**src/rtl/clk_div_bank.sv**
```systemverilog
// clk_div_bank: NUM_CH independent programmable clock-enable dividers sharing one config slot.
// Optional feature: define CLKDIV_ALIGN_EN to add the align input (phase-reset of all channels).

module clk_div_bank_ch #(
    parameter int DIV_W       = 16,
    parameter int DEFAULT_DIV = 5
) (
    input  logic             clk,
    input  logic             rst,
    input  logic             i_en,
    input  logic             i_align,
    input  logic             i_load,
    input  logic [DIV_W-1:0] i_load_div,
    output logic             o_run,
    output logic             o_wrap,
    output logic             o_tick,
    output logic             o_clk_out
);
    localparam logic [DIV_W-1:0] ONE   = DIV_W'(1);
    localparam logic [DIV_W:0]   ONE_X = (DIV_W+1)'(1);

    logic [DIV_W-1:0] r_cnt;
    logic [DIV_W-1:0] r_div;
    logic             r_tick;
    logic             r_clk_out;
    logic             w_run;
    logic             w_last;
    logic [DIV_W:0]   w_high_len;

    assign w_run      = i_en && (r_div != '0);
    assign w_last     = (r_cnt == r_div - ONE);
    // One bit wider so that ceil(div/2) stays correct at the maximum divisor.
    assign w_high_len = ({1'b0, r_div} + ONE_X) >> 1;

    always_ff @(posedge clk or posedge rst) begin
        if (rst) begin
            r_cnt     <= '0;
            r_div     <= DIV_W'(DEFAULT_DIV);
            r_tick    <= 1'b0;
            r_clk_out <= 1'b0;
        end else begin
            r_tick    <= w_run && w_last;
            r_clk_out <= w_run && ({1'b0, r_cnt} < w_high_len);
            if (i_load) begin
                r_div <= i_load_div;
                r_cnt <= '0;
            end else if (i_align || !w_run || w_last) begin
                r_cnt <= '0;
            end else begin
                r_cnt <= r_cnt + ONE;
            end
        end
    end

    assign o_run     = w_run;
    assign o_wrap    = w_run && w_last;
    assign o_tick    = r_tick;
    assign o_clk_out = r_clk_out;
endmodule

module clk_div_bank #(
    parameter  int NUM_CH      = 2,
    parameter  int DIV_W       = 16,
    parameter  int DEFAULT_DIV = 5,
    localparam int CH_W        = (NUM_CH > 1) ? $clog2(NUM_CH) : 1
) (
    input  logic              clk,
    input  logic              rst,
`ifdef CLKDIV_ALIGN_EN
    input  logic              align,
`endif
    input  logic [NUM_CH-1:0] ch_en,
    input  logic              cfg_valid,
    output logic              cfg_ready,
    input  logic [CH_W-1:0]   cfg_ch,
    input  logic [DIV_W-1:0]  cfg_div,
    output logic [NUM_CH-1:0] tick,
    output logic [NUM_CH-1:0] clk_out
);
    localparam logic [CH_W:0] NUM_CH_X = (CH_W+1)'(NUM_CH);

    logic              r_live;
    logic              r_pend_vld;
    logic [CH_W-1:0]   r_pend_ch;
    logic [DIV_W-1:0]  r_pend_div;
    logic              w_align;
    logic              w_accept;
    logic              w_ch_ok;
    logic              w_apply;
    logic [NUM_CH-1:0] w_run;
    logic [NUM_CH-1:0] w_wrap;
    logic [NUM_CH-1:0] w_load;

`ifdef CLKDIV_ALIGN_EN
    assign w_align = align;
`else
    assign w_align = 1'b0;
`endif

    assign cfg_ready = r_live && !r_pend_vld;
    assign w_accept  = cfg_valid && cfg_ready;
    assign w_ch_ok   = ({1'b0, cfg_ch} < NUM_CH_X);
    // A stopped channel has no period to finish, so it takes the new divisor at once.
    assign w_apply   = r_pend_vld &&
                       (w_align || !w_run[r_pend_ch] || w_wrap[r_pend_ch]);

    always_ff @(posedge clk or posedge rst) begin
        if (rst) begin
            r_live     <= 1'b0;
            r_pend_vld <= 1'b0;
            r_pend_ch  <= '0;
            r_pend_div <= '0;
        end else begin
            r_live <= 1'b1;
            if (w_apply) begin
                r_pend_vld <= 1'b0;
            end else if (w_accept && w_ch_ok) begin
                r_pend_vld <= 1'b1;
                r_pend_ch  <= cfg_ch;
                r_pend_div <= cfg_div;
            end
        end
    end

    for (genvar g = 0; g < NUM_CH; g++) begin : g_ch
        assign w_load[g] = w_apply && (r_pend_ch == CH_W'(g));

        clk_div_bank_ch #(
            .DIV_W      (DIV_W),
            .DEFAULT_DIV(DEFAULT_DIV)
        ) u_ch (
            .clk       (clk),
            .rst       (rst),
            .i_en      (ch_en[g]),
            .i_align   (w_align),
            .i_load    (w_load[g]),
            .i_load_div(r_pend_div),
            .o_run     (w_run[g]),
            .o_wrap    (w_wrap[g]),
            .o_tick    (tick[g]),
            .o_clk_out (clk_out[g])
        );
    end
endmodule

```
**config.mk**
```make
export PLATFORM = sky130hd
export DESIGN_NAME = clk_div_bank
export DESIGN_NICKNAME = d
export VERILOG_FILES = /design/src/rtl/clk_div_bank.sv
export SDC_FILE = /design/constraint.sdc
export NUM_CORES = 1
export LEC_CHECK = 0
export CAP_MARGIN = 40
export CELL_PAD_IN_SITES_DETAIL_PLACEMENT = 1
export CELL_PAD_IN_SITES_GLOBAL_PLACEMENT = 2
export CORE_ASPECT_RATIO = 1.75
export CORE_MARGIN = 3
export CORE_UTILIZATION = 25
export DETAILED_ROUTE_END_ITERATION = 7
export GPL_TIMING_DRIVEN = 0
export PLACE_DENSITY = 0.6
export REMOVE_ABC_BUFFERS = 1
export SLEW_MARGIN = 20
export SYNTH_ARGS = -nofsm -noshare
export SYNTH_HDL_FRONTEND = slang
export SYNTH_HIERARCHICAL = 1
export SYNTH_SLANG_ARGS = --single-unit
```
**constraint.sdc**
```tcl
create_clock -name clk -period 7.1 [get_ports clk]
set_input_delay 2.13 -clock clk [delete_from_list [all_inputs] [get_ports clk]]
set_output_delay 2.13 -clock clk [all_outputs]
set_load 0.02 [all_outputs]
```
==> reports/summary.log <==
INFO  status         status=finished, final reports clean
INFO  clocking       clkTransAtPathRegs=0.07ns
INFO  worst_setup_path crit_chain=inv_1, ha_1, or4b_4, or3_1, a22o_1, or4_4, nor4_4, and2_1, inv_1, a21oi_2, buf_6, mux2_2
INFO  global_route   grt_antenna_before_repair=0
INFO  layout         stdcell_area=6830um2
INFO  worst_setup_path required=7.33ns
INFO  drt            first_iter_violations=201
INFO  placement      dpl-instance-area=6520um2
INFO  clocking       htree_levels=3
INFO  worst_setup_path origin_of_the_critical_flop_to_flop_path=g_ch[0].u_ch/r_div[1]
INFO  synthesis      ys_seq_area_share=36.8%
INFO  timing         slew_violations=0
INFO  drt            via_per_inst=4.82
INFO  clocking       number_of_clock_sinks_seen_by_cts=87
INFO  worst_setup_path cp_data_arrival_time=4.54ns
INFO  timing         setup_viol=0
INFO  synthesis      ys_top_cells_by_area=sky130_fd_sc_hd__dfrtp_1 35%, sky130_fd_sc_hd__ha_1 7.6%, sky130_fd_sc_hd__xnor2_1 7.1%
INFO  power          fin_total_pwr=2.26mW
INFO  clocking       ctsLongestPathBuffers=2
INFO  power          worst_ir_drop_vdd=0.000116V
INFO  power          cellPowerDensity=331nW/um2
INFO  hold_path      timing.hold.worst.class=reg -> reg
INFO  clocking       worst_skew_pair.late_latency=0.35ns
INFO  clocking       cts_made_buffers=9
INFO  global_route   groute.usage.overall=14.0%
INFO  synthesis      synth_area_per_cell=9.54um2
INFO  drt            detail_route.wirelength=16900um
INFO  floorplanning  std_cell_rows=74
INFO  clocking       cts.root.buffer_cell=sky130_fd_sc_hd__clkbuf_16
INFO  placement      detailedPlacementHpwl=13600um
INFO  timing         final_hold_viol_count=0
INFO  power          power_leakage=2.83nW
INFO  floorplanning  start_util=25.4%
INFO  layout         post_layout_nonfiller_instances=943
INFO  layout         post-route-util=29.3%
INFO  worst_setup_path criticalPathCategory=reg -> reg
INFO  worst_setup_path critical_path_fanouts_max=16
INFO  timing         final.setup_skew=0.00939ns
INFO  timing         worst_slew_pin_slew=0.740ns
INFO  timing         worst_slew_margin_rel=50.0%
INFO  worst_setup_path critPathMaxStageDelay=0.54ns
INFO  timing         setup-tns-final=0ns
INFO  synthesis      yosysTopAreaCell=sky130_fd_sc_hd__dfrtp_1
INFO  synthesis      synth_top_area_share=35.0%
INFO  synthesis      post_synth_num_cell_types=62
INFO  drt            routedWlPerCell=17.9um
INFO  layout         final_net_count=693
INFO  drt            routed-via-count=4549
INFO  drt            drc=0
INFO  global_route   maximum_number_of_pins_on_one_net_before_global_route_repair=31
INFO  layout         layout_commonest_cell=sky130_fd_sc_hd__dfrtp_1
INFO  layout         final_cell_mix=83 x sky130_fd_sc_hd__dfrtp_1, 66 x sky130_fd_sc_hd__nor2_1, 48 x sky130_fd_sc_hd__nand2_1, 48 x sky130_fd_sc_hd__xnor2_1, 46 x sky130_fd_sc_hd__xor2_1
INFO  placement      gp_congestion=0.801
INFO  timing         rsz0062_at_grt=false
INFO  hold_path      launch_point_of_the_worst_hold_path=r_pend_div[3]
INFO  timing         fraction_of_the_cycle_the_final_worst_path_needs=60.7%
INFO  layout         antenna_cells=0
INFO  floorplanning  die_width=122um
INFO  placement      placed_cells=927
INFO  synthesis      synthesis.area=5940um2
INFO  placement      placement.io_buffers=26
INFO  synthesis      yosys_register_bits=87
INFO  timing         post-route-min-period=4.31ns
INFO  floorplanning  die_height=210um
INFO  synthesis      synthesis.instances=622
INFO  worst_setup_path critical_path.most_common_cell=sky130_fd_sc_hd__inv_1
INFO  worst_setup_path startpoint=g_ch[0].u_ch/r_div[1]
INFO  synthesis      async_reset_ff_share=100%
INFO  synthesis      synth_edf_count=0
INFO  layout         area_growth_syn_to_layout=15.1%
INFO  clocking       post_cts_hold_buffer_count=0
INFO  global_route   grt_pass1_wl=27600um
INFO  synthesis      synth_flop_cell=sky130_fd_sc_hd__dfrtp_1
INFO  floorplanning  floorplan.die_area=25700um2
INFO  timing         fin_ws=2.79ns
INFO  clocking       tritoncts=yes
INFO  worst_setup_path setup.worst_path.start_class=register
INFO  clocking       post_cts_buffers=0
INFO  placement      dp_slack=2.74ns
INFO  drt            drt_pass1_iterations=4
INFO  clocking       cts-resized-gates=0
INFO  synthesis      yosys_warning_count=6
INFO  job            cap_violations=0
INFO  worst_setup_path timing.critical_path.to_type=register
INFO  floorplanning  ioPinCount=27
INFO  global_route   via_count_of_the_first_global_routing_pass=5162
INFO  layout         post_route_cells_drive_above_1_share=13.6%
INFO  floorplanning  core-area=23300um2
INFO  timing         max_clock_freq=232MHz
INFO  worst_setup_path critPathSlowestCell=sky130_fd_sc_hd__or4_4
INFO  drt            drtAntennaViolNets=0
INFO  timing         worst_hold_slack=0.518ns
INFO  global_route   global_route.overflow_total=0
-- logic make-up after synthesis --
group                    Yosys count  share of synthesized area, %
adder cells (fa/ha/maj)           36                          7.59
multiplexers                      41                          8.35
flip-flops                        87                          36.8
XOR/XNOR                          94                          13.9
AO/OA/AOI/OAI                     71                          8.16
AND/OR/NAND/NOR                  241                          21.3
buffers and inverters             50                          3.88
other                              2                         0.126
-- worst max-delay path, delay by kind of cell, from the launching register on --
kind | cells | cell delay (ns)
buffers and inverters | 3 | 0.41
muxes | 1 | 0.35
adders and majority gates | 1 | 0.21
DFF | 1 | 0.42
AOI/OAI and AO/OA | 2 | 0.57
and+or+nand+nor | 5 | 2.21
-- metal layers --
metal | GRT usage (%) | vias up | wire length [um]
met4 | 7.81 | 0 | 890
met2 | 27.8 | 48 | 9890
li1 | - | 2187 | -
met1 | 13.2 | 2272 | 5920
met3 | 1.78 | 42 | 189
met5 | 0 | - | 0
-- flip-flops by register name (all words and copies together) (netlist names) --
signal	flops
g_ch.u_ch/o_clk_out	2
g_ch.u_ch/o_tick	2
g_ch.u_ch/r_cnt	32
g_ch.u_ch/r_div	32
r_live	1
r_pend_ch	1
r_pend_div	16
r_pend_vld	1
-- where the power goes --
| group | internal (mW) | total, mW | switching, mW | leakage [nW] |
|---|---|---|---|---|
| registers | 0.635 | 0.898 | 0.263 | 1.10 |
| logic | 0.441 | 0.873 | 0.432 | 1.59 |
| clock network | 0.281 | 0.488 | 0.207 | 0.141 |
-- layout make-up --
class                   instances  area, um2
fillers                      2681      16500
multi-input cells             486       3540
clock buffers                  10        239
clock inverters                 5       58.8
well taps                     304        380
repair buffers                 33        364
flip-flops and latches         87       2180
inverters                      18       67.6
-- cells in the mapped netlist, drive strengths merged (4+ instances only) --
cell type and instances:
a2111oi 4, or4 9, a21oi 12, nand3 28
nand2b 9, nand3b 4, a21o 5, dfrtp 83
mux2 41, or3 6, clkbuf 19, nor3 18
and2 7, buf 13, nor2b 4, xor2 46
nor2 66, and3 12, xnor2 48, inv 18
a31oi 5, dfstp 4, o21ai 18, nand2 48
nand4 14, ha 36
-- final timing paths --
kind                                         end  slack, ns  cells past startpoint
hold / removal             g_ch[0].u_ch/r_div[3]       0.52                      2
setup reg to reg           g_ch[0].u_ch/r_div[5]       2.79                     12
hold reg to reg            g_ch[0].u_ch/r_div[3]       0.52                      2
max in group asynchronous  g_ch[0].u_ch/r_div[0]       4.38                      3
setup / recovery           g_ch[0].u_ch/r_div[5]       2.79                     12
min in group asynchronous  g_ch[1].u_ch/r_div[1]       2.08                      2
No activity file was read; power rests on OpenSTA's default activity.
